===== config.mk =====
export PLATFORM = sky130hd
export DESIGN_NAME = cmd_sequencer
export DESIGN_NICKNAME = d
export VERILOG_FILES = /design/src/rtl/bp_seq_pkg.sv /design/src/rtl/cmd_sequencer.sv
export SDC_FILE = /design/constraint.sdc
export NUM_CORES = 1
export LEC_CHECK = 0
export CAP_MARGIN = 0
export CORE_ASPECT_RATIO = 0.5
export CORE_MARGIN = 3
export CORE_UTILIZATION = 40
export DETAILED_ROUTE_END_ITERATION = 8
export PLACE_DENSITY = 0.67
export SLEW_MARGIN = 15
export SYNTH_ARGS = -nofsm -noshare
export SYNTH_HDL_FRONTEND = slang
export SYNTH_SLANG_ARGS = --single-unit
export TNS_END_PERCENT = 30

===== constraint.sdc =====
create_clock -name clock -period 2.41 [get_ports clock]
set_clock_uncertainty 0.05 [all_clocks]
set_input_delay 0.723 -clock clock [delete_from_list [all_inputs] [get_ports clock]]
set_output_delay 0.723 -clock clock [all_outputs]
set_load 0.005 [all_outputs]

===== src/rtl/bp_seq_pkg.sv =====
`timescale 1ns/1ps
`default_nettype none
// ============================================================================
//  Module      : bp_seq_pkg
//  Description : Shared definitions for the command sequencer: command word
//                field positions, opcode values, counter widths and the
//                sequencer state encoding.
//  Revision    : 1.0 - initial release
// ============================================================================
package bp_seq_pkg;

    // Command word layout: [15:12] opcode, [11:0] argument
    localparam int c_cmd_width = 16;
    localparam int c_op_msb    = 15;
    localparam int c_op_lsb    = 12;
    localparam int c_arg_msb   = 11;
    localparam int c_arg_lsb   = 0;
    localparam int c_op_width  = c_op_msb - c_op_lsb + 1;
    localparam int c_arg_width = c_arg_msb - c_arg_lsb + 1;

    // READ_N remaining-transfer counter width
    localparam int c_cnt_width = 8;

    // Opcodes; anything above c_op_read_n is illegal
    localparam logic [c_op_width-1:0] c_op_nop     = 4'd0;
    localparam logic [c_op_width-1:0] c_op_cs_set  = 4'd1;
    localparam logic [c_op_width-1:0] c_op_aux_set = 4'd2;
    localparam logic [c_op_width-1:0] c_op_write   = 4'd3;
    localparam logic [c_op_width-1:0] c_op_xfer    = 4'd4;
    localparam logic [c_op_width-1:0] c_op_delay   = 4'd5;
    localparam logic [c_op_width-1:0] c_op_read_n  = 4'd6;

    typedef enum logic [2:0] {
        ST_IDLE      = 3'd0,
        ST_DECODE    = 3'd1,
        ST_SPI_START = 3'd2,
        ST_SPI_WAIT  = 3'd3,
        ST_PUSH      = 3'd4,
        ST_DELAY     = 3'd5
    } seq_state_t;

endpackage
`default_nettype wire


===== src/rtl/cmd_sequencer.sv =====
`timescale 1ns/1ps
`default_nettype none
// ============================================================================
//  Module      : cmd_sequencer
//  Description : Fetches command words from a first-word-fall-through FIFO,
//                drives CS/AUX pins, runs byte transfers on an external SPI
//                master, inserts delays and pushes received bytes into a
//                result FIFO.
//  Revision    : 1.0 - initial release
//
//  Ports
//    clock, reset        : system clock, synchronous active-high reset
//    enable              : allows fetching of the next command
//    in_fifo_nempty/data : command FIFO status and head word (FWFT)
//    in_fifo_pop         : consumes the head command word
//    out_fifo_full       : result FIFO cannot accept a word
//    out_fifo_shift/data : writes one result word
//    spi_start/spi_tx    : starts a byte transfer / byte to send
//    spi_busy/done/rx    : SPI master status and received byte
//    cs_out, aux_out     : pin levels
//    busy                : sequencer is not idle
//    error, error_clr    : sticky illegal-opcode flag and its clear
// ============================================================================
module cmd_sequencer
    import bp_seq_pkg::*;
#(
    parameter int DATA_WIDTH = 16,
    parameter int SPI_WIDTH  = 8
) (
    input  logic                  clock,
    input  logic                  reset,
    input  logic                  enable,
    input  logic                  in_fifo_nempty,
    input  logic [DATA_WIDTH-1:0] in_fifo_data,
    output logic                  in_fifo_pop,
    input  logic                  out_fifo_full,
    output logic                  out_fifo_shift,
    output logic [DATA_WIDTH-1:0] out_fifo_data,
    output logic                  spi_start,
    output logic [SPI_WIDTH-1:0]  spi_tx,
    input  logic                  spi_busy,
    input  logic                  spi_done,
    input  logic [SPI_WIDTH-1:0]  spi_rx,
    output logic                  cs_out,
    output logic                  aux_out,
    output logic                  busy,
    output logic                  error,
    input  logic                  error_clr
);

    seq_state_t              r_state;
    logic [DATA_WIDTH-1:0]   r_cmd;
    logic [c_arg_width-1:0]  r_delay;
    logic [c_cnt_width-1:0]  r_remain;
    logic                    r_armed;

    logic [c_op_width-1:0]   w_op;
    logic [c_arg_width-1:0]  w_arg;
    logic                    w_fetch;

    assign w_op  = r_cmd[c_op_msb:c_op_lsb];
    assign w_arg = r_cmd[c_arg_msb:c_arg_lsb];

    // r_armed stays low for the first cycle after reset so that no pop can
    // be issued in that cycle even if the FIFO already holds a word. The pop
    // is decoded from IDLE directly so that it coincides with the cycle in
    // which the head word is latched.
    assign w_fetch     = (r_state == ST_IDLE) && r_armed && enable && in_fifo_nempty && !reset;
    assign in_fifo_pop = w_fetch;

    // The shift is qualified with the live full flag so a word is never
    // written into a full FIFO; out_fifo_data is already held from capture.
    assign out_fifo_shift = (r_state == ST_PUSH) && !out_fifo_full && !reset;

    assign busy = (r_state != ST_IDLE);

    always_ff @(posedge clock) begin
        if (reset) begin
            r_state       <= ST_IDLE;
            r_cmd         <= '0;
            r_delay       <= '0;
            r_remain      <= '0;
            r_armed       <= 1'b0;
            cs_out        <= 1'b1;
            aux_out       <= 1'b0;
            error         <= 1'b0;
            spi_start     <= 1'b0;
            spi_tx        <= '0;
            out_fifo_data <= '0;
        end else begin
            r_armed   <= 1'b1;
            spi_start <= 1'b0;

            // A clear wins over an illegal opcode decoded in the same cycle
            if (error_clr) begin
                error <= 1'b0;
            end

            case (r_state)
                ST_IDLE: begin
                    if (w_fetch) begin
                        r_cmd   <= in_fifo_data;
                        r_state <= ST_DECODE;
                    end
                end

                ST_DECODE: begin
                    case (w_op)
                        c_op_nop: begin
                            r_state <= ST_IDLE;
                        end
                        c_op_cs_set: begin
                            cs_out  <= w_arg[0];
                            r_state <= ST_IDLE;
                        end
                        c_op_aux_set: begin
                            aux_out <= w_arg[0];
                            r_state <= ST_IDLE;
                        end
                        c_op_write, c_op_xfer: begin
                            r_state <= ST_SPI_START;
                        end
                        c_op_read_n: begin
                            r_remain <= w_arg[c_cnt_width-1:0];
                            r_state  <= ST_SPI_START;
                        end
                        c_op_delay: begin
                            if (w_arg == '0) begin
                                r_state <= ST_IDLE;
                            end else begin
                                r_delay <= w_arg;
                                r_state <= ST_DELAY;
                            end
                        end
                        default: begin
                            if (!error_clr) begin
                                error <= 1'b1;
                            end
                            r_state <= ST_IDLE;
                        end
                    endcase
                end

                ST_DELAY: begin
                    // Leaving on the count of one gives exactly arg cycles here
                    if (r_delay == 12'd1) begin
                        r_delay <= '0;
                        r_state <= ST_IDLE;
                    end else begin
                        r_delay <= r_delay - 12'd1;
                    end
                end

                ST_SPI_START: begin
                    if (!spi_busy) begin
                        spi_start <= 1'b1;
                        spi_tx    <= (w_op == c_op_read_n) ? {SPI_WIDTH{1'b1}}
                                                           : w_arg[SPI_WIDTH-1:0];
                        r_state   <= ST_SPI_WAIT;
                    end
                end

                ST_SPI_WAIT: begin
                    if (spi_done) begin
                        if (w_op == c_op_write) begin
                            r_state <= ST_IDLE;
                        end else begin
                            out_fifo_data <= DATA_WIDTH'(spi_rx);
                            r_state       <= ST_PUSH;
                        end
                    end
                end

                ST_PUSH: begin
                    if (!out_fifo_full) begin
                        // r_remain counts transfers still owed after this one
                        if ((w_op == c_op_read_n) && (r_remain != '0)) begin
                            r_remain <= r_remain - 8'd1;
                            r_state  <= ST_SPI_START;
                        end else begin
                            r_state <= ST_IDLE;
                        end
                    end
                end

                default: begin
                    r_state <= ST_IDLE;
                end
            endcase
        end
    end

endmodule
`default_nettype wire


# Yosys cells after proc, flatten, opt, wreduce, memory -nomap -nowiden
# Index checks and enable logic that the tools add are counted.
[word_totals]
regBits = 60
input_bits = 32
word_cells = 89
[op_classes]
add_sub_neg = 2
eq_ne = 21
n_mux = 25
bitwise_logic = 3
reduce_logical = 27
[op_table]
columns = ["cell", "count"]
rows = [
  ["2-to-1 mux 12 bit", 3],
  ["2-to-1 mux 8 bit", 4],
  ["case mux 12 bit (2 select lines)", 1],
  ["2-to-1 mux 3 bit", 7],
  ["case mux 3 bit (6 select lines)", 1],
  ["inequality test 2 bit (second input constant)", 8],
  ["case mux 8 bit (2 select lines)", 1],
  ["== test 12 x 1 -> 1 bit (second input constant)", 1],
  ["== test 4 x 3 -> 1 bit (second input constant)", 3],
  ["logical NOT 12 bit", 1],
  ["subtractor 12 x 1 -> 12 bit (second input constant)", 1],
  ["== test 4 x 2 -> 1 bit (second input constant)", 2],
  ["AND reduction 2 bit", 4],
  ["nonzero test 8 bit", 1],
  ["subtractor 8 x 1 -> 8 bit (second input constant)", 1],
  ["logical AND 1 bit", 7],
  ["OR reduction 7 bit", 1],
  ["== test 3 x 2 -> 1 bit (second input constant)", 2],
  ["== test 3 bit (second input constant)", 2],
  ["2-to-1 mux 1 bit", 6],
  ["case mux 3 bit (2 select lines)", 1],
  ["AND reduction 3 bit", 2],
  ["AND reduction 5 bit", 1],
  ["== test 4 x 1 -> 1 bit (second input constant)", 1],
  ["other kinds (12)", 16],
]

# Longest topological paths before layout
# Gate-level depths: netlist of run 1.
[depth]
depth_word = 7
ltp_mapped = 8
ltp_nobuf = 7

# Least setup slack after synthesis of run 1
# Ideal clock, no wire load.
[synth_path]
path_kind = "input port to output port"
start = "input reset"
end = "output in_fifo_pop"
arrival_ns = 1.658
required_time_ns = 1.637
setup_slack_ns = -0.021
cell_stages = 5
path_cell_list = "nand4b_1 or2_2 clkbuf_1 clkinv_1 buf_2"
[synth_between]
elab_chain_len = 2
[synth_rtl]
columns = ["element", "line", "rtl"]
rows = [
  ["start: declaration", "cmd_sequencer.sv:31", "input logic reset,"],
  ["logical NOT 1 bit", "cmd_sequencer.sv:68", "assign w_fetch = (r_state == ST_IDLE) && r_armed && enable && in_fifo_nempty && !reset;"],
  ["logical AND 1 bit", "cmd_sequencer.sv:68", ""],
  ["end: declaration", "cmd_sequencer.sv:35", "output logic in_fifo_pop,"],
]
# Every way passes these cells.

# Worst setup path in the final report of run 1
[layout_path]
start = "input out_fifo_full"
end = "output out_fifo_shift"
[layout_between]
elab_chain_len = 3
[layout_rtl]
columns = ["element", "line", "rtl"]
rows = [
  ["start: declaration", "cmd_sequencer.sv:36", "input logic out_fifo_full,"],
  ["logical NOT 1 bit", "n/a", ""],
  ["logical AND 1 bit (2 in a row)", "cmd_sequencer.sv:73", "assign out_fifo_shift = (r_state == ST_PUSH) && !out_fifo_full && !reset;"],
  ["end: declaration", "cmd_sequencer.sv:37", "output logic out_fifo_shift,"],
]
# Every way passes these cells.

==> impl_table.tex, run 1 <==
\begin{tabular}{lr}
\hline
Metric & Value \\
\hline
\multicolumn{2}{l}{\textbf{Status}} \\
\quad Run status & finished clean \\
\multicolumn{2}{l}{\textbf{Clock network}} \\
\quad Total CTS buffers & 9 \\
\quad Clock sink count & 60 \\
\quad Clk root buf & sky130\_fd\_sc\_hd\_\_clkbuf\_16 \\
\quad CTS H-tree lvls & 3 \\
\quad Clk Latency, worst-skew pair & 330 ps \\
\quad Worst-case clock buffer depth & 2 \\
\quad Clock transition at the register clock pins on the worst setup and hold paths after CTS & 50 ps \\
\quad CTS tree & built \\
\multicolumn{2}{l}{\textbf{Global routing}} \\
\quad Via count of the first global-routing pass & 2,814 \\
\quad Wire length of the first global-routing pass & 13,800 um \\
\quad Gr usage total & 0.206 \\
\quad Initial antenna violation count & 0 \\
\quad Total congestion overflow & 0 \\
\quad Largest net degree at the start of global routing & 57 \\
\multicolumn{2}{l}{\textbf{Route}} \\
\quad Drt first-iter violations & 198 \\
\quad Routed Antenna Nets & 0 \\
\quad Final wirelength & 8500 um \\
\quad Vias & 3,087 \\
\quad Vias per inst & 5.64 \\
\quad First-pass detailed-route iteration total & 4 \\
\quad Average detailed-routed wire length per instance & 15.5 um \\
\quad DRC errors left & 0 \\
\multicolumn{2}{l}{\textbf{Yosys}} \\
\quad Mapped Avg Cell Area & 7.91 um\^{}2 \\
\quad Fraction of synthesis flops using an asynchronous set or reset pin & 0 \\
\quad Synth warn & 0 \\
\quad Commonest cells post-synth & sky130\_fd\_sc\_hd\_\_nand2\_1 (61), sky130\_fd\_sc\_hd\_\_dfxtp\_1 (60), sky130\_fd\_sc\_hd\_\_nor2\_1 (44) \\
\quad Biggest area consumer among synthesized cells & sky130\_fd\_sc\_hd\_\_dfxtp\_1 \\
\quad Synth top area cells & sky130\_fd\_sc\_hd\_\_dfxtp\_1 (40\%), sky130\_fd\_sc\_hd\_\_nand2\_1 (7.6\%), sky130\_fd\_sc\_hd\_\_a21oi\_1 (6.8\%) \\
\quad Top-count cell post-synth & sky130\_fd\_sc\_hd\_\_nand2\_1 \\
\quad Synthesis-stage register bit count & 60 \\
\quad Number of enable-type register cells in the synthesized netlist & 0 \\
\quad Yosys top cell area share & 0.397 \\
\quad Synth unique cells & 59 \\
\quad Synthesized instance count & 383 \\
\quad Top\_reg\_cell synth & sky130\_fd\_sc\_hd\_\_dfxtp\_1 \\
\quad Synthesized cell area & 3030 um\^{}2 \\
\quad Fraction of the yosys area taken by sequential cells & 0.397 \\
\multicolumn{2}{l}{\textbf{Pwr}} \\
\quad Max VDD drop & 0.536 mV \\
\quad Leakage power total & 0.00156 uW \\
\quad Power per unit of standard cell area & 784 nW/um\^{}2 \\
\multicolumn{2}{l}{\textbf{Die}} \\
\quad Die Height & 67.5 um \\
\quad Starting Density & 0.432 \\
\quad Die span in x & 129 um \\
\quad Total number of placement rows & 21 \\
\quad Num ports & 63 \\
\quad Core footprint & 7020 um\^{}2 \\
\quad Die Outline Area & 8720 um\^{}2 \\
\multicolumn{2}{l}{\textbf{STA}} \\
\quad Smallest setup slack after layout & 73.9 ps \\
\quad Slew HR & 0.587 \\
\quad Period utilization & 0.969 \\
\quad Final-report max-slew violation count & 0 \\
\quad Final Hold Fails & 0 \\
\quad Highest Clock Rate & 428 MHz \\
\quad Final min period & 2340 ps \\
\quad Slew of the pin with the lowest slew margin & 616 ps \\
\quad Setup TNS & 0 ps \\
\quad Final Setup Violations & 0 \\
\quad Setup repair after global routing missed its margin & no \\
\multicolumn{2}{l}{\textbf{Layout}} \\
\quad Number of antenna diodes & 0 \\
\quad Final net count & 486 \\
\quad Layout fillers & 626 \\
\quad Growth of design area from synthesis to finish & 34.4\% \\
\quad Proportion of layout cells with a drive suffix above 1 & 0.130 \\
\multicolumn{2}{l}{\textbf{Worst setup path}} \\
\quad Endpoint of the most critical register-to-register path & r\_delay[10] \\
\quad Biggest fanout along the worst timing path & 2 \\
\quad Critical path data required time & 1640 ps \\
\quad R2R cell count & 5 \\
\quad Worst-case register-to-register setup slack & 240 ps \\
\quad Crit Path Class & in2out \\
\quad Startpoint of the most critical register-to-register path & r\_delay[4] \\
\quad Arr. time, crit path & 1560 ps \\
\quad Setup crit end kind & primary output \\
\quad Critical path startpoint category & input pin \\
\multicolumn{2}{l}{\textbf{Run}} \\
\quad Number of maximum-capacitance violations & 0 \\
\multicolumn{2}{l}{\textbf{Placed design}} \\
\quad Gp weighted congestion & 0.869 \\
\quad Setup Slack @ Placement & -552 ps \\
\quad DP Wirelength & 5890 um \\
\quad Count of input and output buffers & 54 \\
\multicolumn{2}{l}{\textbf{Hold path}} \\
\quad Tightest Hold Check Type & reg2reg \\
\quad Worst Min Path Start & error \\
\quad Hold EP & error \\
\quad Cell depth of the worst hold path & 1 \\
\hline
\end{tabular}
==> worst max-delay path by stage <==
stage,from,to,depth (start not counted)
final,out_fifo_full,out_fifo_shift,3
after CTS,enable,in_fifo_pop,5
after global placement,in_fifo_nempty,in_fifo_pop,5
after floorplan,reset,in_fifo_pop,5
after global routing,out_fifo_full,out_fifo_shift,3
after detailed placement,in_fifo_nempty,in_fifo_pop,5
==> layer usage <==
metal / routed length (um) / share of wire / GRT usage / vias up
met4: 125 / 0.015 / 0.0812 / 0
met2: 4170 / 0.49 / 0.346 / 103
met1: 3660 / 0.43 / 0.249 / 1480
met5: 0 / 0 / 0 / -
met3: 549 / 0.065 / 0.0656 / 12
li1: - / - / - / 1492
==> report_power, final <==
group	internal [uW]	switching (uW)
logic	391	403
registers	1060	52.6
clock network	824	465
==> stage by stage <==
stage | area (um^2) | instances | power (uW) | hold slack (ps) | utilization
2_1_floorplan | 3060 | 390 | 1580 | 395 | -
4_1_cts | 4040 | 546 | 3200 | 420 | 0.576
6_report | 4070 | 547 | 3190 | 414 | 0.580
3_5_place_dp | 3730 | 530 | 1900 | 407 | 0.532
5_1_grt | 4070 | 547 | 3340 | 452 | 0.580
3_3_place_gp | 3730 | 530 | 1880 | 399 | 0.532
==> critical path, stage by stage <==
cell	delay, ps
sky130_fd_sc_hd__clkdlybuf4s50_1	430
sky130_fd_sc_hd__nor3_2	160
sky130_fd_sc_hd__dlygate4sd2_1	250
==> cells by family (layout without fill, tap and decap cells) <==
logic type	Yosys count	after routing	synth area share
AOI/OAI and AO/OA	105	105	0.219
xor gates and xnor gates	1	1	0.00289
adders and majority gates	4	4	0.0165
buffers and inverters	40	105	0.0628
DFF	60	60	0.397
muxes	11	11	0.0368
other	1	8	0.00124
and+or+nand+nor	161	161	0.264
==> cells in the final DEF (no fill, tap or decap), types with 2 or more instances in the layout <==
cell type | Yosys | routed
sky130_fd_sc_hd__a211o_1 | 2 | 2
sky130_fd_sc_hd__a211oi_1 | 2 | 2
sky130_fd_sc_hd__a21o_1 | 4 | 4
sky130_fd_sc_hd__a21oi_1 | 41 | 41
sky130_fd_sc_hd__a221oi_1 | 3 | 3
sky130_fd_sc_hd__a31oi_1 | 4 | 3
sky130_fd_sc_hd__buf_4 | 8 | 24
sky130_fd_sc_hd__clkbuf_16 | 0 | 9
sky130_fd_sc_hd__clkdlybuf4s50_1 | 0 | 49
sky130_fd_sc_hd__clkinv_2 | 0 | 2
sky130_fd_sc_hd__clkinvlp_4 | 0 | 2
sky130_fd_sc_hd__conb_1 | 1 | 8
sky130_fd_sc_hd__dfxtp_1 | 60 | 60
sky130_fd_sc_hd__dlymetal6s2s_1 | 0 | 2
sky130_fd_sc_hd__ha_1 | 4 | 4
sky130_fd_sc_hd__inv_1 | 9 | 9
sky130_fd_sc_hd__mux2i_1 | 10 | 10
sky130_fd_sc_hd__nand2_1 | 61 | 61
sky130_fd_sc_hd__nand2b_1 | 3 | 3
sky130_fd_sc_hd__nand3_1 | 5 | 5
sky130_fd_sc_hd__nand3b_1 | 3 | 3
sky130_fd_sc_hd__nand4b_1 | 2 | 2
sky130_fd_sc_hd__nor2_1 | 44 | 44
sky130_fd_sc_hd__nor2b_1 | 2 | 2
sky130_fd_sc_hd__nor3_1 | 9 | 8
sky130_fd_sc_hd__nor3_2 | 2 | 3
sky130_fd_sc_hd__nor3b_1 | 2 | 2
sky130_fd_sc_hd__nor4_1 | 8 | 8
sky130_fd_sc_hd__o211ai_1 | 5 | 5
sky130_fd_sc_hd__o21a_1 | 3 | 3
sky130_fd_sc_hd__o21ai_0 | 16 | 16
sky130_fd_sc_hd__o22a_1 | 2 | 2
sky130_fd_sc_hd__o22ai_1 | 9 | 9
sky130_fd_sc_hd__o311ai_0 | 3 | 3
sky130_fd_sc_hd__o31ai_1 | 2 | 2
sky130_fd_sc_hd__o41ai_1 | 2 | 2
sky130_fd_sc_hd__or3_1 | 4 | 4
sky130_fd_sc_hd__or3b_4 | 0 | 2
sky130_fd_sc_hd__or4_1 | 2 | 2
==> state kept, by name, indices dropped and copies added, names as in the netlist <==
| register | cells |
|---|---|
| spi_start | 1 |
| spi_tx | 8 |
| out_fifo_data | 8 |
| r_armed | 1 |
| error | 1 |
| r_state | 3 |
| r_cmd | 16 |
| r_delay | 12 |
| r_remain | 8 |
| cs_out | 1 |
| aux_out | 1 |
==> final cells by class <==
class	count	area [um^2]	area share
Tap cell	92	115	0.0283
Inverter	11	43.8	0.0108
Sequential cell	60	1200	0.295
Clock inverter	6	63.8	0.0157
Multi-Input combinational cell	290	1690	0.414
Clock buffer	10	239	0.0587
Timing Repair Buffer	78	721	0.177
==> what timing repair did <==
action,in CTS,in global routing
endpoints found under the setup margin,2,6
pin swaps,2,2
hold buffers,0,0
cloned,0,0
buffers inserted,0,1
hold endpoints to repair,0,0
gates resized for setup,8,8
Note: power is estimated with default switching activity, not from simulation.
==> run 2, diff against run 1 <==
CELL_PAD_IN_SITES_DETAIL_PLACEMENT = 0   (was default)
CELL_PAD_IN_SITES_GLOBAL_PLACEMENT = 2   (was default)
CORE_UTILIZATION = 26   (was 40)
CTS_CLUSTER_DIAMETER = 150   (was default)
PLACE_DENSITY = default   (was 0.67)
PLACE_DENSITY_LB_ADDON = 0.1   (was default)
==> run 2 against run 1 <==
Effect of this change: clock power is 5% lower; count of clock-buffer cells in the layout up 2; core utilization fell by 21 points; die area increased by 50%; critical path type unchanged.
==> impl_table.tex, run 2 (synthesis gave the netlist of run 1 again) <==
\begin{tabular}{lr}
\hline
Metric & Value \\
\hline
\multicolumn{2}{l}{\textbf{Route}} \\
\quad First-pass detailed-route iteration total & 4 (unchanged) \\
\quad Final wirelength & 9720 um (+14\%) \\
\quad Average detailed-routed wire length per instance & 15.7 um (+0.72\%) \\
\quad Vias per inst & 4.78 (-15\%) \\
\quad Vias & 2,968 (-3.9\%) \\
\quad Drt first-iter violations & 223 (+13\%) \\
\quad Routed Antenna Nets & 0 (unchanged) \\
\quad DRC errors left & 0 (unchanged) \\
\multicolumn{2}{l}{\textbf{Placed design}} \\
\quad DP Wirelength & 6870 um (+17\%) \\
\quad Count of input and output buffers & 54 (unchanged) \\
\quad Gp weighted congestion & 0.768 (-12\%) \\
\quad Placed instance area & 3870 um\^{}2 (+3.7\%) \\
\multicolumn{2}{l}{\textbf{Die}} \\
\quad Die span in x & 159 um (+23\%) \\
\quad Total number of placement rows & 27 (+29\%) \\
\quad Core footprint & 11,200 um\^{}2 (+59\%) \\
\quad Num ports & 63 (unchanged) \\
\quad Die Height & 82.3 um (+22\%) \\
\quad Die Outline Area & 13,100 um\^{}2 (+50\%) \\
\quad Starting Density & 0.271 (-0.161) \\
\multicolumn{2}{l}{\textbf{Global routing}} \\
\quad Largest net degree at the start of global routing & 57 (unchanged) \\
\quad Gr usage total & 0.157 (-0.0482) \\
\quad Total congestion overflow & 0 (unchanged) \\
\quad Initial antenna violation count & 0 (unchanged) \\
\quad Wire length of the first global-routing pass & 15,600 um (+13\%) \\
\quad Via count of the first global-routing pass & 2,999 (+6.6\%) \\
\multicolumn{2}{l}{\textbf{STA}} \\
\quad Final Hold Fails & 0 (unchanged) \\
\quad Slew of the pin with the lowest slew margin & 841 ps (+225 ps) \\
\quad Slew HR & 0.436 (-0.151) \\
\quad Final-report max-slew violation count & 0 (unchanged) \\
\quad Period utilization & 0.976 (+0.00655) \\
\quad Final min period & 2350 ps (+15.8 ps) \\
\quad Highest Clock Rate & 425 MHz (-0.67\%) \\
\quad Setup TNS & 0 ps (unchanged) \\
\quad Final Setup Violations & 0 (unchanged) \\
\quad Setup repair after global routing missed its margin & no \\
\multicolumn{2}{l}{\textbf{Pwr}} \\
\quad Leakage power total & 0.00157 uW (+0.84\%) \\
\quad Power per unit of standard cell area & 760 nW/um\^{}2 (-3.2\%) \\
\quad Max VDD drop & 0.287 mV (-46\%) \\
\multicolumn{2}{l}{\textbf{Layout}} \\
\quad Final net count & 493 (+1.4\%) \\
\quad Number of antenna diodes & 0 (unchanged) \\
\quad Layout fillers & 1,177 (+88\%) \\
\quad Reg with most FFs & r\_cmd \\
\quad Growth of design area from synthesis to finish & 38.0\% \\
\quad Leading registers by flop count & r\_cmd (16), r\_delay (12) \\
\quad Commonest non-fill, non-tap cell in the layout & sky130\_fd\_sc\_hd\_\_nand2\_1 \\
\quad Design Area, Final & 4180 um\^{}2 (+2.7\%) \\
\quad Commonest cells after routing, fill and taps aside & sky130\_fd\_sc\_hd\_\_nand2\_1 (61), sky130\_fd\_sc\_hd\_\_dfxtp\_1 (59), sky130\_fd\_sc\_hd\_\_clkdlybuf4s50\_1 (48) \\
\quad Largest register FFs & 16 (unchanged) \\
\quad Proportion of layout cells with a drive suffix above 1 & 0.149 (+0.0197) \\
\quad Util after Layout & 0.374 (-0.206) \\
\multicolumn{2}{l}{\textbf{Hold path}} \\
\quad Tightest Hold Check Type & reg2reg \\
\multicolumn{2}{l}{\textbf{Clock network}} \\
\quad Clk Latency, worst-skew pair & 330 ps (about the same) \\
\quad Worst-case clock buffer depth & 2 (unchanged) \\
\quad CTS tree & built \\
\quad Clock sink count & 60 (unchanged) \\
\quad Clock transition at the register clock pins on the worst setup and hold paths after CTS & 50 ps (about the same) \\
\quad Clk root buf & sky130\_fd\_sc\_hd\_\_clkbuf\_16 \\
\quad CTS H-tree lvls & 3 (unchanged) \\
\quad Total CTS buffers & 9 (unchanged) \\
\multicolumn{2}{l}{\textbf{Worst setup path}} \\
\quad Critical path data required time & 1640 ps (about the same) \\
\quad Crit Path Class & in2out \\
\quad Number of buffers and inverters on the critical path & 3 (+1) \\
\quad Setup crit end kind & primary output \\
\quad Biggest fanout along the worst timing path & 2 (unchanged) \\
\quad Arr. time, crit path & 1580 ps (+20 ps) \\
\quad Dominant delay contributor by cell family on the critical path & buffers and inverters \\
\quad Cell with the largest stage delay on the worst path & sky130\_fd\_sc\_hd\_\_clkdlybuf4s50\_1 \\
\quad CP peak stage delay & 430 ps (about the same) \\
\quad Cell Chain, Critical Path & clkdlybuf4s50\_1 > nor3\_2 > buf\_4 > clkbuf\_2 \\
\quad Critical path startpoint category & input pin \\
\multicolumn{2}{l}{\textbf{Status}} \\
\quad Run status & finished clean \\
\multicolumn{2}{l}{\textbf{Run}} \\
\quad Number of maximum-capacitance violations & 0 (unchanged) \\
\hline
\end{tabular}
run 2: worst paths after layout:
kind / from / to / slack, ps / cells after the start
hold / removal: error / error / 420 / 1
hold reg to reg: error / error / 420 / 1
setup / recovery: out_fifo_full / out_fifo_shift / 60 / 4
setup reg to reg: r_delay[0] / r_delay[10] / 200 / 7
run 2: layout make-up:
cell class	instances	area, um^2	area share
tap	159	199	0.0476
timing repair buffer	85	759	0.182
clock inverter	4	22.5	0.00539
multi-input combinational	290	1680	0.403
sequential	60	1200	0.288
inverter	11	46.3	0.0111
clock buffer	12	267	0.0638
run 2: what timing repair did:
action,CTS,global route
gates resized for setup,14,5
hold buffers,0,0
pin swaps,2,1
setup endpoints to repair,3,8
buffers inserted,0,1
run 2: stage by stage:
step           total power, uW  hold slack [ps]  cells  setup WS, ps
5_1_grt                   3370              453    621          16.4
6_report                  3170              419    621          58.2
3_3_place_gp              1940              400    604          -601
3_5_place_dp              1940              413    604          -610
4_1_cts                   3210              426    620         -83.1
2_1_floorplan             1580              395    390          7.24
run 2: where the power goes:
| group | switching, uW | internal [uW] | total [uW] |
|---|---|---|---|
| registers | 54.7 | 1060 | 1110 |
| logic | 414 | 413 | 827 |
| clock network | 459 | 774 | 1230 |
| total | 928 | 2250 | 3170 |
run 2: per-layer routing:
| layer | GRT usage | share of wire |
|---|---|---|
| met2 | 0.259 | 0.45 |
| met1 | 0.203 | 0.48 |
| met4 | 0.0429 | 0.0095 |
| met3 | 0.0469 | 0.059 |
| met5 | 0 | 0 |
run 2: worst register-to-register path, stage by stage, from the launching register on:
cell and delay (ps):
sky130_fd_sc_hd__dfxtp_1 320, sky130_fd_sc_hd__inv_1 100, sky130_fd_sc_hd__ha_1 210, sky130_fd_sc_hd__or3b_2 550, sky130_fd_sc_hd__or4_1 420, sky130_fd_sc_hd__a211oi_1 220
sky130_fd_sc_hd__or3_1 140, sky130_fd_sc_hd__a21oi_1 50
==> run 3, diff against run 2 <==
CORE_MARGIN = default   (was 3)
GPL_TIMING_DRIVEN = 0   (was default)
==> run 3 against run 2 <==
Effect of this change: clock power is 15% higher; maximum frequency is 1.3% lower; die area is 7.3% lower; non-clock buffer count is 1 lower; wire length is 3.9% higher; global-route usage is 1.6 points higher; cell area is 1.2% higher; sequential power hardly changed.
==> impl_table.tex, run 3 (synthesis gave the netlist of run 1 again) <==
\begin{tabular}{lr}
\hline
Metric & Value \\
\hline
\multicolumn{2}{l}{\textbf{Layout}} \\
\quad Leading registers by flop count & r\_cmd (16), r\_delay (12) \\
\quad Growth of design area from synthesis to finish & 39.7\% \\
\quad Commonest non-fill, non-tap cell in the layout & sky130\_fd\_sc\_hd\_\_nand2\_1 \\
\quad Largest register FFs & 16 (unchanged) \\
\quad Design Area, Final & 4230 um\^{}2 (+1.2\%) \\
\quad Final net count & 492 (-0.20\%) \\
\quad Number of antenna diodes & 0 (unchanged) \\
\quad Proportion of layout cells with a drive suffix above 1 & 0.132 (-0.0170) \\
\quad Reg with most FFs & r\_cmd \\
\quad Commonest cells after routing, fill and taps aside & sky130\_fd\_sc\_hd\_\_nand2\_1 (61), sky130\_fd\_sc\_hd\_\_dfxtp\_1 (58), sky130\_fd\_sc\_hd\_\_clkdlybuf4s50\_1 (48) \\
\multicolumn{2}{l}{\textbf{STA}} \\
\quad Slew of the pin with the lowest slew margin & 640 ps (-202 ps) \\
\quad Final Hold Fails & 0 (unchanged) \\
\quad Period utilization & 0.988 (+0.0125) \\
\quad Highest Clock Rate & 420 MHz (-1.3\%) \\
\quad Final min period & 2380 ps (+30.2 ps) \\
\quad Final-report max-slew violation count & 0 (unchanged) \\
\quad Final Setup Violations & 0 (unchanged) \\
\quad Slew HR & 0.570 (+0.134) \\
\multicolumn{2}{l}{\textbf{Pwr}} \\
\quad Combinational group share of total power & 0.239 (-0.022) \\
\quad Power per unit of standard cell area & 789 nW/um\^{}2 (+3.8\%) \\
\quad Sequential share of power & 0.338 (-0.013) \\
\quad Leakage power total & 0.00154 uW (-2.0\%) \\
\quad Overall Power & 3340 uW (+5.1\%) \\
\quad Max VDD drop & 0.280 mV (-2.2\%) \\
\quad Switching power & 975 uW (+5.0\%) \\
\quad Cell Int Power & 2360 uW (+5.1\%) \\
\quad Clock network fraction of design power & 0.422 (+0.034) \\
\quad Switching share of total power & 0.292 (about the same) \\
\multicolumn{2}{l}{\textbf{Worst setup path}} \\
\quad Setup crit end kind & primary output \\
\quad Cell Chain, Critical Path & clkdlybuf4s15\_2 > nand4b\_1 > or2\_4 > clkinv\_8 > buf\_6 \\
\quad CP peak stage delay & 310 ps (-120 ps) \\
\quad Arr. time, crit path & 1610 ps (+30 ps) \\
\quad Biggest fanout along the worst timing path & 4 (+2) \\
\quad Cell with the largest stage delay on the worst path & sky130\_fd\_sc\_hd\_\_or2\_4 \\
\quad Critical path data required time & 1640 ps (about the same) \\
\quad Number of buffers and inverters on the critical path & 3 (unchanged) \\
\quad Crit Path Class & in2out \\
\quad Dominant delay contributor by cell family on the critical path & simple AND/OR/NAND/NOR gates \\
\quad Critical path startpoint category & input pin \\
\multicolumn{2}{l}{\textbf{Route}} \\
\quad First-pass detailed-route iteration total & 4 (unchanged) \\
\quad Final wirelength & 10,100 um (+3.9\%) \\
\quad DRC errors left & 0 (unchanged) \\
\quad Vias per inst & 4.98 (+4.1\%) \\
\quad Vias & 3,085 (+3.9\%) \\
\quad Routed Antenna Nets & 0 (unchanged) \\
\quad Average detailed-routed wire length per instance & 16.3 um (+4.1\%) \\
\quad Drt first-iter violations & 225 (+0.90\%) \\
\multicolumn{2}{l}{\textbf{Global routing}} \\
\quad Via count of the first global-routing pass & 2,992 (-0.23\%) \\
\quad Gr usage total & 0.173 (+0.0159) \\
\quad Initial antenna violation count & 0 (unchanged) \\
\quad Largest net degree at the start of global routing & 17 (-70\%) \\
\quad Total congestion overflow & 0 (unchanged) \\
\quad Wire length of the first global-routing pass & 15,700 um (+0.75\%) \\
\multicolumn{2}{l}{\textbf{Die}} \\
\quad Starting Density & 0.271 (unchanged) \\
\quad Num ports & 63 (unchanged) \\
\quad Die span in x & 155 um (-2.5\%) \\
\quad Total number of placement rows & 27 (unchanged) \\
\quad Die Outline Area & 12,100 um\^{}2 (-7.3\%) \\
\quad Core footprint & 11,200 um\^{}2 (unchanged) \\
\quad Die Height & 78.3 um (-4.9\%) \\
\multicolumn{2}{l}{\textbf{Clock network}} \\
\quad Worst-case clock buffer depth & 2 (unchanged) \\
\quad Clock transition at the register clock pins on the worst setup and hold paths after CTS & 50 ps (about the same) \\
\quad Clk root buf & sky130\_fd\_sc\_hd\_\_clkbuf\_16 \\
\quad Clock sink count & 60 (unchanged) \\
\quad Total CTS buffers & 9 (unchanged) \\
\quad CTS tree & built \\
\quad Clk Latency, worst-skew pair & 330 ps (about the same) \\
\quad CTS H-tree lvls & 3 (unchanged) \\
\multicolumn{2}{l}{\textbf{Placed design}} \\
\quad Count of input and output buffers & 54 (unchanged) \\
\quad Gp weighted congestion & 0.783 (+2.0\%) \\
\quad Placed instance area & 3800 um\^{}2 (-1.8\%) \\
\quad DP Wirelength & 7270 um (+5.8\%) \\
\multicolumn{2}{l}{\textbf{Hold path}} \\
\quad Tightest Hold Check Type & reg2reg \\
\multicolumn{2}{l}{\textbf{Status}} \\
\quad Run status & finished clean \\
\multicolumn{2}{l}{\textbf{Run}} \\
\quad Number of maximum-capacitance violations & 0 (unchanged) \\
\hline
\end{tabular}
run 3: changes by cell type in the layout (fill, tap and decap cells not counted), sizes merged:
| cell | before | now |
|---|---|---|
| buf | 34 | 17 |
| bufinv | 0 | 2 |
| clkbuf | 13 | 25 |
| clkdlybuf4s15 | 0 | 1 |
| clkinv | 5 | 3 |
| clkinvlp | 1 | 3 |
| dlygate4sd2 | 2 | 3 |
run 3: repair_timing:
action	CTS	global route
resized for setup	28	13
pin swaps	3	2
setup buffers	3	1
hold buffers	0	0
endpoints found under the hold margin	0	0
setup endpoints to repair	10	28
run 3: worst reg2reg max path, delay by kind of cell, from the launching register on:
kind                       cells  cell delay [ps]
AOI/OAI and AO/OA              3              490
adders and majority gates      1              170
buffers and inverters          2              280
DFF                            1              320
and+or+nand+nor                2              870
run 3: worst paths after layout:
kind | from | end | slack (ps) | cells past startpoint
max reg2reg | r_delay[1] | r_state[1] | 90 | 8
min | error | error | 420 | 1
max | reset | in_fifo_pop | 30 | 5
min reg2reg | error | error | 420 | 1
run 3: power groups by stage:
stage / Sequential, uW / Combinational, uW / Clock, uW
3_5_place_dp: 1140 / 732 / 0
6_report: 1130 / 799 / 1410
3_3_place_gp: 1140 / 727 / 0
4_1_cts: 1120 / 766 / 1440
5_1_grt: 1140 / 871 / 1500
2_1_floorplan: 1120 / 462 / 0
run 3: per-stage QoR:
step,std cells,utilization,hold slack [ps],setup WS (ps),TNS [ps]
CTS,619,0.372,426,9.74,0
detailed placement,603,0.340,414,-1200,-9620
finish,620,0.378,420,28.0,0
global placement,603,0.340,402,-1170,-8020
global route,620,0.378,451,-22.0,-31.5
floorplan,390,-,395,7.24,0
run 3: final cells by class:
cell class / count / area [um^2]
inverter: 11 / 53.8
fill: 1177 / 6950
timing repair buffer: 58 / 564
sequential: 60 / 1200
clock buffer: 10 / 239
multi-input combinational: 290 / 1730
tap: 159 / 199
buffer: 26 / 154
clock inverter: 6 / 87.6
run 3: routing by layer:
metal / routed length, um / track usage
met2: 4690 / 0.286
met3: 391 / 0.0464
met1: 4830 / 0.217
met5: 0 / 0
met4: 191 / 0.0653
==> RTL edit 1 (settings of run 2) <==
`c_op_msb`: 15 -> 14.
--- a/src/rtl/bp_seq_pkg.sv
+++ b/src/rtl/bp_seq_pkg.sv
@@ -12,5 +12,5 @@
     // Command word layout: [15:12] opcode, [11:0] argument
     localparam int c_cmd_width = 16;
-    localparam int c_op_msb    = 15;
+    localparam int c_op_msb    = 14;
     localparam int c_op_lsb    = 12;
     localparam int c_arg_msb   = 11;
Formal check against the unedited RTL: not equivalent (Yosys sat finds a counterexample within 4 cycles, from zero or initial values and one cycle with reset high).
==> RTL edit 1 against run 2 <==
- design area shrank 3.3%
- sequential share of layout area increased by 0.44 points
- wire length decreased by 3.3%
- worst setup slack worse by 0.0083 ns
- sequential cell count shrank 1
- synthesized area is 2.3% lower
- synthesized cell count decreased by 7.3%
- core utilization is 0.63 points higher
Power is not compared: it rests on default switching activity, and its combinational part moved more than twofold at a synthesized area within 25%.
==> RTL edit 1: results (changes against run 2) <==
FF-to-FF End = r_delay[5] (was r_delay[10])
Seq pwr = 0.000993 W
GRT Util Overall = 0.153 (was 0.157)
Place WS = -0.351 ns (was -0.610 ns)
Synth cell count leaders = 59 x dfxtp_1, 52 x nor2_1, 31 x a21oi_1 (was 61 x nand2_1, 60 x dfxtp_1, 44 x nor2_1)
Via Count = 2869 (was 2968)
Largest cells by area after synthesis = dfxtp_1 40%, nor2_1 6.6%, mux2i_1 6.4% (was dfxtp_1 40%, nand2_1 7.6%, a21oi_1 6.8%)
Hold path cells = 2 (was 1)
Antenna Diode Count = 0 (unchanged)
Status = finished, final reports clean (unchanged)
Detail Placement HPWL = 6940 um (was 6870 um)
Syn Inst Count = 355 (was 383)
GP Congestion = 0.773 (was 0.768)
Dpl cell area = 3760 um^2 (was 3870 um^2)
Fraction of layout instances using a drive strength above 1 = 0.133 (was 0.149)
Number of global-route vias before repair = 2750 (was 2999)
First-pass GRT wire length = 15000 um (was 15600 um)
Dpl cells = 560 (was 604)
Post-Synth XOR/XNOR Area = 0 (was 0.00289)
Hold Crit Start = out_fifo_data[0] (was error)
Area share of fa/ha/maj cells after synthesis = 0.0169 (was 0.0165)
Biggest regs = r_cmd x15, r_delay x12 (was r_cmd x16, r_delay x12)
Hold Path End = out_fifo_data[0] (was error)
Drt via density = 4.98 (was 4.78)
Crit Path Max Fanout = 2 (unchanged)
WHS = 0.405 ns (was 0.419 ns)
Synth Area in Compound Gates = 0.218 (was 0.219)
Mean routed wirelength per cell = 16.3 um (was 15.7 um)
Sequential share of the synthesized area = 0.399 (was 0.397)
Nets = 467 (was 493)
Worst Max-Slew Pin Slew = 0.592 ns (was 0.841 ns)
Reg2reg setup slack = 0.24 ns (was 0.20 ns)
[RTL edit 1: layout make-up]
type / instances / area, um^2
Clock buffer: 14 / 264
Timing Repair Buffer: 82 / 742
Sequential cell: 59 / 1180
Multi-Input combinational cell: 262 / 1610
Tap cell: 140 / 175
Fill cell: 1076 / 6600
Inverter: 17 / 63.8
Clock inverter: 2 / 10.0
[RTL edit 1: worst max-delay path by stage]
stage | from | end | slack [ns] | depth (start not counted)
after floorplan | reset | in_fifo_pop | 0.14 | 4
after global placement | in_fifo_nempty | in_fifo_pop | -0.36 | 4
after detailed placement | in_fifo_nempty | in_fifo_pop | -0.35 | 4
after CTS | in_fifo_nempty | in_fifo_pop | 0.01 | 4
after global routing | r_state[2] | busy | 0.004 | 3
final | out_fifo_full | out_fifo_shift | 0.05 | 3
[RTL edit 1: metal layers]
layer,vias up,share of wire,global-route usage
li1,1424,-,-
met1,1368,0.52,0.213
met2,70,0.42,0.232
met3,7,0.050,0.0437
met4,0,0.0085,0.0410
met5,-,0,0
==> RTL edit 2 (settings of run 2) <==
Made on the original files. Encoding of `seq_state_t`: now one-hot (6 bits for 6 states).
--- a/src/rtl/bp_seq_pkg.sv
+++ b/src/rtl/bp_seq_pkg.sv
@@ -31,11 +31,11 @@
     localparam logic [c_op_width-1:0] c_op_read_n  = 4'd6;
 
-    typedef enum logic [2:0] {
-        ST_IDLE      = 3'd0,
-        ST_DECODE    = 3'd1,
-        ST_SPI_START = 3'd2,
-        ST_SPI_WAIT  = 3'd3,
-        ST_PUSH      = 3'd4,
-        ST_DELAY     = 3'd5
+    typedef enum logic [5:0] {
+        ST_IDLE      = 6'b000001,
+        ST_DECODE    = 6'b000010,
+        ST_SPI_START = 6'b000100,
+        ST_SPI_WAIT  = 6'b001000,
+        ST_PUSH      = 6'b010000,
+        ST_DELAY     = 6'b100000
     } seq_state_t;
 
Formal check against the unedited RTL: no difference found for any inputs over 10 cycles, from zero or initial values and one cycle with reset high; not proved beyond that.
==> RTL edit 2 against run 2 <==
- wire length is 5.4% higher
- register-to-register slack worse by 0.04 ns
- global-route usage is 1.3 points lower
- maximum frequency is 4.2% higher
- design area is 9.2% higher
- worst setup slack better by 0.095 ns
- synthesized cell count is 1.0% higher
- cell count is 2.3% higher
- core utilization is 0.27 points higher
- die area is 8.8% higher
- synthesized area is 9.3% higher
- sequential cell count is 3 higher
- critical path depth is 1 higher
- critical endpoint unchanged
- largest cell class unchanged
Power is not compared: it rests on default switching activity, and its combinational part moved more than twofold at a synthesized area within 25%.
==> RTL edit 2: results (changes against run 2) <==
Status = finished, final reports clean (unchanged)
Largest net degree at the start of global routing = 49 (was 57)
Worst vdd ir = 0.000250 V
Worst skew pair latency = 0.33 ns (about the same)
First-pass GRT wire length = 16200 um (was 15600 um)
Detail Placement HPWL = 7460 um (was 6870 um)
# clk buffers = 10 (was 12)
Mux cell area share after synthesis = 0.0850 (was 0.0368)
Reg2reg setup slack = 0.16 ns (was 0.20 ns)
Dpl cells = 618 (was 604)
Min Tclk post-route = 2.26 ns (was 2.35 ns)
Post-Synth XOR/XNOR Area = 0.0106 (was 0.00289)
Dpl cell area = 4220 um^2 (was 3870 um^2)
Non-clock buffer share = 0.186 (was 0.182)
Area share of fa/ha/maj cells after synthesis = 0.0151 (was 0.0165)
Via Count = 3078 (was 2968)
Syn Area/Cell = 8.56 um^2 (was 7.91 um^2)
GRT Util Overall = 0.144 (was 0.157)
Hold Path End = out_fifo_data[4] (was error)
Nets = 501 (was 493)
FF-to-FF End = r_delay[1] (was r_delay[10])
WHS = 0.415 ns (was 0.419 ns)
GP Congestion = 0.818 (was 0.768)
Sequential share of the synthesized area = 0.381 (was 0.397)
Buffers excl. clock = 92 (was 85)
Die area = 14200 um^2 (was 13100 um^2)
Fraction of layout instances using a drive strength above 1 = 0.179 (was 0.149)
Max incr delay on CP = 0.40 ns (was 0.43 ns)
Max_slew headroom = 0.597 (was 0.436)
Largest cells by area after synthesis = dfxtp_1 38%, mux2i_1 8.2%, nor2_1 6.3% (was dfxtp_1 40%, nand2_1 7.6%, a21oi_1 6.8%)
Worst R2R Start = r_state[2] (was r_delay[0])
Initial drt markers = 125 (was 223)
Initial antenna violation count = 0 (unchanged)
Hold Crit Start = out_fifo_data[4] (was error)
Netlist cell types = 73 (was 59)
Routed WL = 10200 um (was 9720 um)
Static Leakage = 1.75 nW
Synth cell count leaders = 63 x dfxtp_1, 56 x nor2_1, 34 x nand2_1 (was 61 x nand2_1, 60 x dfxtp_1, 44 x nor2_1)
Fin util = 0.376 (was 0.374)
Inverters = 12 (was 11)
Worst Hold Class = register to register (unchanged)
Synth Area in Compound Gates = 0.196 (was 0.219)
WP data arrival = 1.48 ns (was 1.58 ns)
Hold path cells = 2 (was 1)
Multi-In Gates = 287 (was 290)
Area of the multi-input gates = 1890 um^2 (was 1680 um^2)
Fill cell count = 1275 (was 1177)
Clock-cell share = 0.0688 (was 0.0692)
Sequential Area = 1260 um^2 (was 1200 um^2)
RTL edit 2: report_power, final:
group	internal (W)	total, W	switching, W
clock	0.000901	0.00138	0.000483
sequential	0.00106	0.00108	0.0000191
combinational	0.000138	0.000266	0.000129
RTL edit 2: what timing repair did:
action                     4_1_cts  5_1_grt
setup endpoints to repair        2        8
pin swaps                        1        3
hold buffers                     0        0
gates resized for setup          7        9
setup buffers                    0        1
RTL edit 2: worst reg2reg max path, cell delays in order (launching register included):
cell and delay (ns):
dfxtp_1 0.32, buf_4 0.17, or4b_4 0.57, nor4_4 0.30
buf_4 0.18, o22a_1 0.29, o211ai_1 0.15, a21oi_1 0.15
RTL edit 2: per-layer routing:
| layer | up-vias | global-route usage | part of all wire |
|---|---|---|---|
| met4 | 0 | 0.0385 | 0.013 |
| met5 | - | 0 | 0 |
| met1 | 1460 | 0.195 | 0.51 |
| met2 | 67 | 0.226 | 0.43 |
| met3 | 11 | 0.0433 | 0.040 |
| li1 | 1540 | - | - |
